`config.mk`:
```
export PLATFORM = sky130hd
export DESIGN_NAME = i2s_tx_clkgen_flat
export DESIGN_NICKNAME = d
export VERILOG_FILES = /design/src/rtl/i2s_tx_clkgen_pkg.sv /design/src/rtl/i2s_tx_clkgen_if.sv /design/src/rtl/i2s_tx_clkgen_clk_half_div.sv /design/src/rtl/i2s_tx_clkgen.sv /design/src/flat_wrapper.sv
export SDC_FILE = /design/constraint.sdc
export NUM_CORES = 1
export LEC_CHECK = 0
export CAP_MARGIN = 10
export CORE_MARGIN = 2
export CORE_UTILIZATION = 59
export CTS_BUF_LIST = sky130_fd_sc_hd__clkbuf_4
export CTS_CLUSTER_SIZE = 20
export DETAILED_ROUTE_END_ITERATION = 8
export PLACE_DENSITY = 0.82
export SLEW_MARGIN = 0
export SYNTH_ARGS = -nofsm -noshare
export SYNTH_HDL_FRONTEND = slang
export SYNTH_SLANG_ARGS = --single-unit
```
`constraint.sdc`:
```
create_clock -name clk -period 3.7 [get_ports clk]
set_input_delay 0.925 -clock clk [delete_from_list [all_inputs] [get_ports clk]]
set_output_delay 0.925 -clock clk [all_outputs]
set_load 0.02 [all_outputs]
```
`src/rtl/i2s_tx_clkgen_pkg.sv`:
```
// Shared constants and helpers for the I2S transmit clock generator.
package i2s_tx_clkgen_pkg;

    localparam int MODE_I2S = 0;
    localparam int MODE_LJ  = 1;

    localparam int DEF_MCLK_HALF = 2;
    localparam int DEF_BCLK_HALF = 8;
    localparam int DEF_SAMPLE_W  = 16;
    localparam int DEF_SLOT_W    = 32;

    typedef enum logic {
        CH_LEFT  = 1'b0,
        CH_RIGHT = 1'b1
    } chan_e;

    // Word-select level for a channel: I2S drives 0 for left, LJ drives 1 for left.
    function automatic logic lr_level(input int mode, input chan_e ch);
        return (mode == MODE_LJ) ? (ch == CH_LEFT) : (ch == CH_RIGHT);
    endfunction

endpackage

```
`src/rtl/i2s_tx_clkgen_if.sv`:
```
// Sample-pair valid/ready handshake into the transmitter.
interface i2s_tx_clkgen_if #(
    parameter int SAMPLE_W = 16
);
    logic                s_valid;
    logic [SAMPLE_W-1:0] s_left;
    logic [SAMPLE_W-1:0] s_right;
    logic                s_ready;

    modport master (output s_valid, s_left, s_right, input s_ready);
    modport slave  (input s_valid, s_left, s_right, output s_ready);
endinterface

```
`src/rtl/i2s_tx_clkgen_clk_half_div.sv`:
```
// Half-period divider: out toggles every HALF clk cycles while enabled.
// rise/fall are strobes in the cycle whose edge makes out go 0->1 / 1->0.
module clk_half_div
    import i2s_tx_clkgen_pkg::*;
#(
    parameter int HALF = 2
) (
    input  logic clk,
    input  logic rst,
    input  logic en,
    output logic out,
    output logic rise,
    output logic fall
);
    localparam int CW = (HALF > 1) ? $clog2(HALF) : 1;

    logic [CW-1:0] cnt_q, cnt_d;
    logic          out_q, out_d;
    logic          wrap;

    assign wrap = en && (cnt_q == CW'(HALF - 1));
    assign rise = wrap & ~out_q;
    assign fall = wrap & out_q;
    assign out  = out_q;

    // Next count/level; disable parks the output low with the count cleared.
    always_comb begin
        cnt_d = cnt_q + 1'b1;
        out_d = out_q;
        if (!en) begin
            cnt_d = '0;
            out_d = 1'b0;
        end else if (wrap) begin
            cnt_d = '0;
            out_d = ~out_q;
        end
    end

    // Divider state register.
    always_ff @(posedge clk or posedge rst) begin
        if (rst) begin
            cnt_q <= '0;
            out_q <= 1'b0;
        end else begin
            cnt_q <= cnt_d;
            out_q <= out_d;
        end
    end
endmodule

```
`src/rtl/i2s_tx_clkgen.sv`:
```
// Audio clock generator and stereo serial transmitter (I2S or left-justified).
// If SLOT_W leaves no room for every sample bit (I2S with SLOT_W == SAMPLE_W),
// the trailing LSBs of each channel are dropped; the next slot starts clean.
module i2s_tx_clkgen
    import i2s_tx_clkgen_pkg::*;
#(
    parameter int MCLK_HALF = DEF_MCLK_HALF,
    parameter int BCLK_HALF = DEF_BCLK_HALF,
    parameter int SAMPLE_W  = DEF_SAMPLE_W,
    parameter int SLOT_W    = DEF_SLOT_W,
    parameter int MODE      = MODE_I2S
) (
    input  logic           clk,
    input  logic           rst,
    input  logic           en,
    i2s_tx_clkgen_if.slave s,
    output logic           mclk,
    output logic           bclk,
    output logic           lrclk,
    output logic           sdata,
    output logic           frame_start,
    output logic           underrun
);
    localparam int BIT_W = (SLOT_W > 1) ? $clog2(SLOT_W) : 1;
    localparam int OFF   = (MODE == MODE_I2S) ? 1 : 0;        // slot bit carrying the MSB
    localparam int DROP  = (SAMPLE_W + OFF > SLOT_W) ? (SAMPLE_W + OFF - SLOT_W) : 0;
    localparam int FW    = 2 * SAMPLE_W;

    logic mclk_rise, mclk_fall, bclk_rise, bclk_fall;
    logic unused_div;

    clk_half_div #(.HALF(MCLK_HALF)) u_mclk (
        .clk(clk), .rst(rst), .en(en), .out(mclk), .rise(mclk_rise), .fall(mclk_fall)
    );
    clk_half_div #(.HALF(BCLK_HALF)) u_bclk (
        .clk(clk), .rst(rst), .en(en), .out(bclk), .rise(bclk_rise), .fall(bclk_fall)
    );
    assign unused_div = ^{mclk_rise, mclk_fall, bclk_rise};

    logic [BIT_W-1:0]    bit_q, bit_d;
    chan_e               ch_q, ch_d;
    logic                lrclk_q, lrclk_d, sdata_q, sdata_d;
    logic                fs_q, fs_d, ur_q, ur_d;
    logic [FW-1:0]       sh_q, sh_d, base;
    logic                full_q, full_d;
    logic [SAMPLE_W-1:0] hl_q, hl_d, hr_q, hr_d;
    logic                slot_wrap, load, accept;
    logic [31:0]         bitx;

    assign accept      = s.s_valid & ~full_q;
    assign s.s_ready   = ~full_q;
    assign lrclk       = lrclk_q;
    assign sdata       = sdata_q;
    assign frame_start = fs_q;
    assign underrun    = ur_q;

    // Slot/channel sequencing, frame load, serialiser and holding register.
    always_comb begin
        bit_d     = bit_q;
        ch_d      = ch_q;
        lrclk_d   = lrclk_q;
        sdata_d   = sdata_q;
        sh_d      = sh_q;
        fs_d      = 1'b0;
        ur_d      = 1'b0;
        full_d    = full_q;
        hl_d      = hl_q;
        hr_d      = hr_q;
        base      = sh_q;
        load      = 1'b0;
        slot_wrap = (bit_q == BIT_W'(SLOT_W - 1));
        bitx      = '0;
        if (!en) begin
            // Park as "last bit of right slot" so the first fall loads a frame.
            bit_d   = BIT_W'(SLOT_W - 1);
            ch_d    = CH_RIGHT;
            lrclk_d = lr_level(MODE, CH_LEFT);
            sdata_d = 1'b0;
            sh_d    = '0;
        end else if (bclk_fall) begin
            if (slot_wrap) begin
                bit_d   = '0;
                ch_d    = (ch_q == CH_LEFT) ? CH_RIGHT : CH_LEFT;
                lrclk_d = lr_level(MODE, ch_d);
            end else begin
                bit_d = bit_q + 1'b1;
            end
            if (slot_wrap && ch_q == CH_RIGHT) begin
                load = 1'b1;
                fs_d = 1'b1;
                ur_d = ~full_q;
                base = full_q ? {hl_q, hr_q} : '0;
            end else if (slot_wrap) begin
                // Skip left LSBs that did not fit so the right MSB is on top.
                base = sh_q << DROP;
            end
            bitx = 32'(bit_d);
            if (bitx >= 32'(OFF) && bitx < 32'(OFF + SAMPLE_W)) begin
                sdata_d = base[FW-1];
                sh_d    = base << 1;
            end else begin
                sdata_d = 1'b0;
                sh_d    = base;
            end
        end
        if (accept) begin
            full_d = 1'b1;
            hl_d   = s.s_left;
            hr_d   = s.s_right;
        end else if (load && full_q) begin
            full_d = 1'b0;
        end
    end

    // Transmitter state register; reset discards any partial frame.
    always_ff @(posedge clk or posedge rst) begin
        if (rst) begin
            bit_q   <= BIT_W'(SLOT_W - 1);
            ch_q    <= CH_RIGHT;
            lrclk_q <= lr_level(MODE, CH_LEFT);
            sdata_q <= 1'b0;
            sh_q    <= '0;
            fs_q    <= 1'b0;
            ur_q    <= 1'b0;
            full_q  <= 1'b0;
            hl_q    <= '0;
            hr_q    <= '0;
        end else begin
            bit_q   <= bit_d;
            ch_q    <= ch_d;
            lrclk_q <= lrclk_d;
            sdata_q <= sdata_d;
            sh_q    <= sh_d;
            fs_q    <= fs_d;
            ur_q    <= ur_d;
            full_q  <= full_d;
            hl_q    <= hl_d;
            hr_q    <= hr_d;
        end
    end
endmodule

```
`src/flat_wrapper.sv`:
```
// flat-port wrapper written by rule: the top's interface ports become plain ports
module i2s_tx_clkgen_flat import i2s_tx_clkgen_pkg::*;
#(
    parameter int MCLK_HALF = DEF_MCLK_HALF,
    parameter int BCLK_HALF = DEF_BCLK_HALF,
    parameter int SAMPLE_W  = DEF_SAMPLE_W,
    parameter int SLOT_W    = DEF_SLOT_W,
    parameter int MODE      = MODE_I2S
)
  (clk, rst, en, mclk, bclk, lrclk, sdata, frame_start, underrun, s_s_valid, s_s_left, s_s_right, s_s_ready);
  i2s_tx_clkgen_if #(.SAMPLE_W(SAMPLE_W)) s_i ();
  input  logic clk;
  input  logic rst;
  input  logic en;
  output logic mclk;
  output logic bclk;
  output logic lrclk;
  output logic sdata;
  output logic frame_start;
  output logic underrun;
  input wire logic [$bits(s_i.s_valid)-1:0] s_s_valid;
  input wire logic [$bits(s_i.s_left)-1:0] s_s_left;
  input wire logic [$bits(s_i.s_right)-1:0] s_s_right;
  output wire logic [$bits(s_i.s_ready)-1:0] s_s_ready;
  assign s_i.s_valid = s_s_valid;
  assign s_i.s_left = s_s_left;
  assign s_i.s_right = s_s_right;
  assign s_s_ready = s_i.s_ready;
  i2s_tx_clkgen #(.MCLK_HALF(MCLK_HALF), .BCLK_HALF(BCLK_HALF), .SAMPLE_W(SAMPLE_W), .SLOT_W(SLOT_W), .MODE(MODE)) u_core (.clk(clk), .rst(rst), .en(en), .s(s_i), .mclk(mclk), .bclk(bclk), .lrclk(lrclk), .sdata(sdata), .frame_start(frame_start), .underrun(underrun));
endmodule
```
* Word-level counts from Yosys, hierarchy flattened *
Index checks and enable logic that the tools add are counted.

storage, ports and cells
  flip-flop bits (word level) = 81
  latch bits = 0
  memory bits (writable) = 0
  memory bits (read-only) = 0
  memories kept = 0

cells by class
  $add $sub $neg = 3
  $mul = 0
  divide/modulo/power cells = 0
  magnitude comparators = 2
  eq/ne operators = 6
  shift operators = 0
  mux-type cells = 34
  bitwise operators = 5
  reduce and logical (&&, ||, !) cells = 7

operator list
  kind                                                   count
  two-way mux 32 bit                                     5
  two-way mux 5 bit                                      5
  two-way mux 1 bit                                      22
  inequality test 2 x 1 -> 1 bit, second input constant  4
  two-way mux 3 bit                                      2
  adder 5 x 1 -> 5 bit, second input constant            1
  equality test 5 bit, second input constant             1
  >= comparator 5 x 1 -> 1 bit, second input constant    1
  logical AND 1 bit                                      5
  < comparator 5 bit, second input constant              1
  adder 3 x 1 -> 3 bit, second input constant            1
  equality test 3 bit, second input constant             1
  inverter 1 bit                                         3
  AND 1 bit                                              2
  AND reduction 2 bit                                    1
  nonzero test 2 bit                                     1
  adder 1 bit, second input constant                     1

* Depth between registers and ports, before layout *
  depth in word-level cells = 10
  gate-level depth with buffers = 10
  depth with buffers taken out = 7

* Modules after synthesis *
Synthesis repeated with hierarchy kept, for this count alone.

second synthesis, totals
  cell total of the unflattened synthesis = 381
  area, all modules = 3978.8 sq um

modules (own cells, without submodules)
  module                         times used  cells each  area each (sq um)
  i2s_tx_clkgen                  1           357         3703.6
  clk_half_div at u_core.u_bclk  1           15          182.7
  clk_half_div at u_core.u_mclk  1           9           92.6

* Worst setup path after synthesis *
No wires, ideal clock.

  kind = input -> register
  start point = input port s_s_valid
  end point = register u_core.hl_q[10]
  arrival time = 1803 ps
  data required time = 3575 ps
  path slack = 1773 ps
  stages on the path = 4
  path buffers = 2
  cell sequence = nor2b_1 clkbuf_1 buf_2 mux2_2

between the ends
  word-level cells in the longest chain between the ends = 1

ends and longest elaborated chain
  item                    line                  text
  start: declaration      flat_wrapper.sv:21    input wire logic [$bits(s_i.s_valid)-1:0] s_s_valid;
  AND 1 bit               i2s_tx_clkgen.sv:50   assign accept = s.s_valid & ~full_q;
  end signal: assignment  i2s_tx_clkgen.sv:137  hl_q <= hl_d;
  end: declaration        i2s_tx_clkgen.sv:46   logic [SAMPLE_W-1:0] hl_q, hl_d, hr_q, hr_d;

Every way passes these cells.
A chain may end at the register's enable or synchronous reset.

* Worst setup path in the final report *
  start point = input port en
  end point = register u_core.sh_q[14]

between the ends
  word-level cells in the longest chain between the ends = 3
  elaborated cells between the ends (all ways) = 4

ends and longest elaborated chain
  item                                             line                              text
  start: declaration                               flat_wrapper.sv:14                input logic en;
  logical AND 1 bit                                i2s_tx_clkgen_clk_half_div.sv:21  assign wrap = en && (cnt_q == CW'(HALF - 1));
  AND 1 bit                                        i2s_tx_clkgen_clk_half_div.sv:23  assign fall = wrap & out_q;
  inequality test 2 x 1 -> 1 bit (no source line)  n/a
  end signal: assignment                           i2s_tx_clkgen.sv:122              sh_q <= '0;
  end signal: assignment                           i2s_tx_clkgen.sv:133              sh_q <= sh_d;
  end: declaration                                 i2s_tx_clkgen.sv:44               logic [FW-1:0] sh_q, sh_d, base;

Parallel ways exist; a longest one is shown, timed or not.

==> impl_metrics.yaml <==
critical_path:
  path_max_fanout: 67
  cpMaxStageDelayCell: "sky130_fd_sc_hd__clkdlybuf4s50_1"
  worstPathBufferInverterCount: 2
  cp_slowest_stage_delay_ps: 730
  timing.critical_path.max_delay_family: "buffers and inverters"
  critical_path_required_ps: 4080
  worst_path_most_repeated_cell: "sky130_fd_sc_hd__nand3_1"
  critPathLaunchType: "input port"
  critPathCaptureType: "flip-flop"
  crit_chain: "clkdlybuf4s50_1 -> and3_2 -> buf_12 -> nand3_1 -> mux2i_1 -> nand3_1 -> nand3_1"
  worstSetupPathType: "in -> reg"
  worstPathArrival_ps: 2880
final_layout:
  layout_commonest_cell: "sky130_fd_sc_hd__nand3_1"
  antenna-diode-count: 0
  post_route_cells_drive_above_1_share: 0.156
  layout.cells.most_common_list: "sky130_fd_sc_hd__nand3_1 (90), sky130_fd_sc_hd__nand2_1 (76), sky130_fd_sc_hd__dfrtp_1 (75)"
  nets: 495
  final_cells: 557
  area.growth.synth_to_final_pct: 11.8
  fillerInstances: 550
  stdcell_area_mm2: 0.00476
pwr:
  cell_internal_pwr_mw: 1.18
  combPwrFrac: 0.061
  vdd.ir_drop.worst_v: 0.000159
  clock_power_share: 0.332
  net_switching_component_of_the_power_uw: 340
  leakage_nw: 2.26
  post-layout-total-power_mw: 1.52
  p_sw_frac: 0.224
  power_dens_cells_mw_per_mm2: 318
  seqPwrFrac: 0.607
placement:
  place_ws_ps: 798
  hpwl_detailed_um: 5640
  dpl_cell_area_mm2: 0.00463
  port_buffers: 42
  dp_cells: 541
  globalplace.congestion: 0.739
logic_synthesis:
  synth_seq_cells: 81
  average_cell_area_after_synthesis_um2: 9.84
  synth_fp_nets: 472
  synth_enable_flop_cells: 0
  post_synth_inst_count: 433
  synth_async_sr_flop_share: 1.00
  fraction_of_the_yosys_area_taken_by_sequential_cells: 0.478
  ys_types: 39
  synth.cell_area_mm2: 0.00426
  netlist.top_cell.by_area: "sky130_fd_sc_hd__dfrtp_1"
  synthFlopType: "sky130_fd_sc_hd__dfrtp_1"
  synth_top_area_share: 0.441
  ys_warn_count: 0
  ys_top_cells_by_area: "sky130_fd_sc_hd__dfrtp_1 (44%), sky130_fd_sc_hd__nand3_1 (11%), sky130_fd_sc_hd__mux2_2 (7.7%)"
sta:
  final_critical_path_setup_slack_ps: 1200
  rsz0062_at_grt: "no"
  setup_viol_count_final: 0
  clock.fmax_mhz: 400
  finalMaxSlewViolations: 0
  relSlewSlack: 0.466
  worst-slew-pin-transition_ps: 801
  timing.clock.skew_ps: 23.8
  hold_violations: 0
  finalCritPeriodShare: 0.675
  finalCriticalPeriod_ps: 2500
  final.setup.tns_ps: 0
run:
  cap_viol_max_count: 0
clock_tree:
  cts_hold_repair.buffers: 0
  clk_root_buf: "sky130_fd_sc_hd__clkbuf_4"
  cts_buffers: 9
  clkSlewWorstSetupHoldPaths_ps: 130
  clkLatencyLatePin_ps: 440
  cts_htree_levels: 3
  cts.repair.resized: 0
  post_cts_buffers: 0
  cts.sink_count: 81
  tritoncts: "built"
  max-clock-path-buffers: 2
floorplanning:
  dieWidth_um: 89.0
  initial_core_util: 0.617
  ioPinCount: 43
  fp.coreArea_mm2: 0.00691
  die_height_um: 89.0
  placementRows: 30
  die_area_mm2: 0.00792
global_routing:
  total_track_usage: 0.240
  via_count_of_the_first_global_routing_pass: 3269
  global_route_wire_length_before_repair_um: 14700
  grt_start_max_net_pins: 68
  grt_antenna_before_repair: 0
  grt_overflow: 0
route:
  total_wirelength_um: 8970
  detailroute.via_count: 3279
  routed_wire_length_per_instance_um: 16.1
  drt_iter0_markers: 300
  post_drt_via_cell_ratio: 5.89
  ant_nets: 0
  drt_pass1_iterations: 5
  drt_drc_violations_left: 0
hold_path:
  hold_class: "reg -> reg"
status:
  status: "complete, no violations"
-- cells in the mapped netlist, drive strengths merged, types with 4 or more instances --
library cell  number
nand3             90
nand2             76
dfrtp             75
o21ai             34
mux2              32
mux2i             30
buf               25
clkbuf            14
and2               6
dfstp              6
nor2               5
nor2b              4
xor2               4
-- cells by family after synthesis --
logic type | share of synthesized area
multiplexers | 0.155
buffers and inverters | 0.0629
AO/OA/AOI/OAI | 0.0761
adder cells (fa/ha/maj) | 0.00881
XOR/XNOR | 0.00822
AND/OR/NAND/NOR | 0.211
flip-flops | 0.478
-- final timing paths --
check,depth (start not counted),start,slack [ps],end
worst max-delay path,7,en,1200,u_core.sh_q[14]
worst min-delay path,1,u_core.u_bclk.cnt_q[0],450,u_core.u_bclk.cnt_q[0]
worst max register to register,6,u_core.bit_q[0],1230,u_core.sh_q[7]
worst min register to register,1,u_core.u_bclk.cnt_q[0],450,u_core.u_bclk.cnt_q[0]
max in group asynchronous,3,rst,2040,u_core.sh_q[12]
min in group asynchronous,2,rst,910,u_core.u_mclk.out
-- routing by layer --
| layer | track usage | part of all wire | vias up |
|---|---|---|---|
| met3 | 0.0609 | 0.047 | 7 |
| li1 | - | - | 1562 |
| met5 | 0 | 0 | - |
| met4 | 0.0638 | 0.0082 | 0 |
| met1 | 0.273 | 0.42 | 1622 |
| met2 | 0.447 | 0.53 | 88 |
-- stage by stage --
step	hold WS, ps	util
after floorplan	414	-
final	454	0.690
after detailed placement	438	0.671
after CTS	455	0.690
after global routing	471	0.690
after global placement	424	0.671
-- state kept, by name, summed over array words and instances, names as in the netlist --
| signal | flops |
|---|---|
| u_core.sh_q | 32 |
| u_core.hl_q | 16 |
| u_core.hr_q | 16 |
| u_core.bit_q | 5 |
| u_core.u_bclk.cnt_q | 3 |
| u_core.ch_q | 1 |
| u_core.frame_start | 1 |
| u_core.full_q | 1 |
| u_core.lrclk | 1 |
| u_core.sdata | 1 |
| u_core.u_bclk.out | 1 |
| u_core.u_mclk.cnt_q | 1 |
| u_core.u_mclk.out | 1 |
| u_core.underrun | 1 |
-- power groups by stage --
| stage | clock, mW | combinational, mW | sequential, mW |
|---|---|---|---|
| final | 0.503 | 0.0921 | 0.921 |
| after floorplan | 0 | 0.0405 | 0.935 |
| after detailed placement | 0 | 0.0940 | 0.938 |
| after global routing | 0.556 | 0.102 | 0.924 |
| after CTS | 0.518 | 0.0948 | 0.922 |
| after global placement | 0 | 0.0911 | 0.937 |
-- area by class of cell --
class	instances	area (um^2)	share of cell area
Timing Repair Buffer	51	500	0.105
Sequential cell	81	2030	0.427
Clock buffer	11	82.6	0.0173
Multi-Input combinational cell	310	1970	0.413
Inverter	3	12.5	0.00263
Clock inverter	5	47.5	0.00998
Tap cell	96	120	0.0252
(Power assumes the default switching activity.)
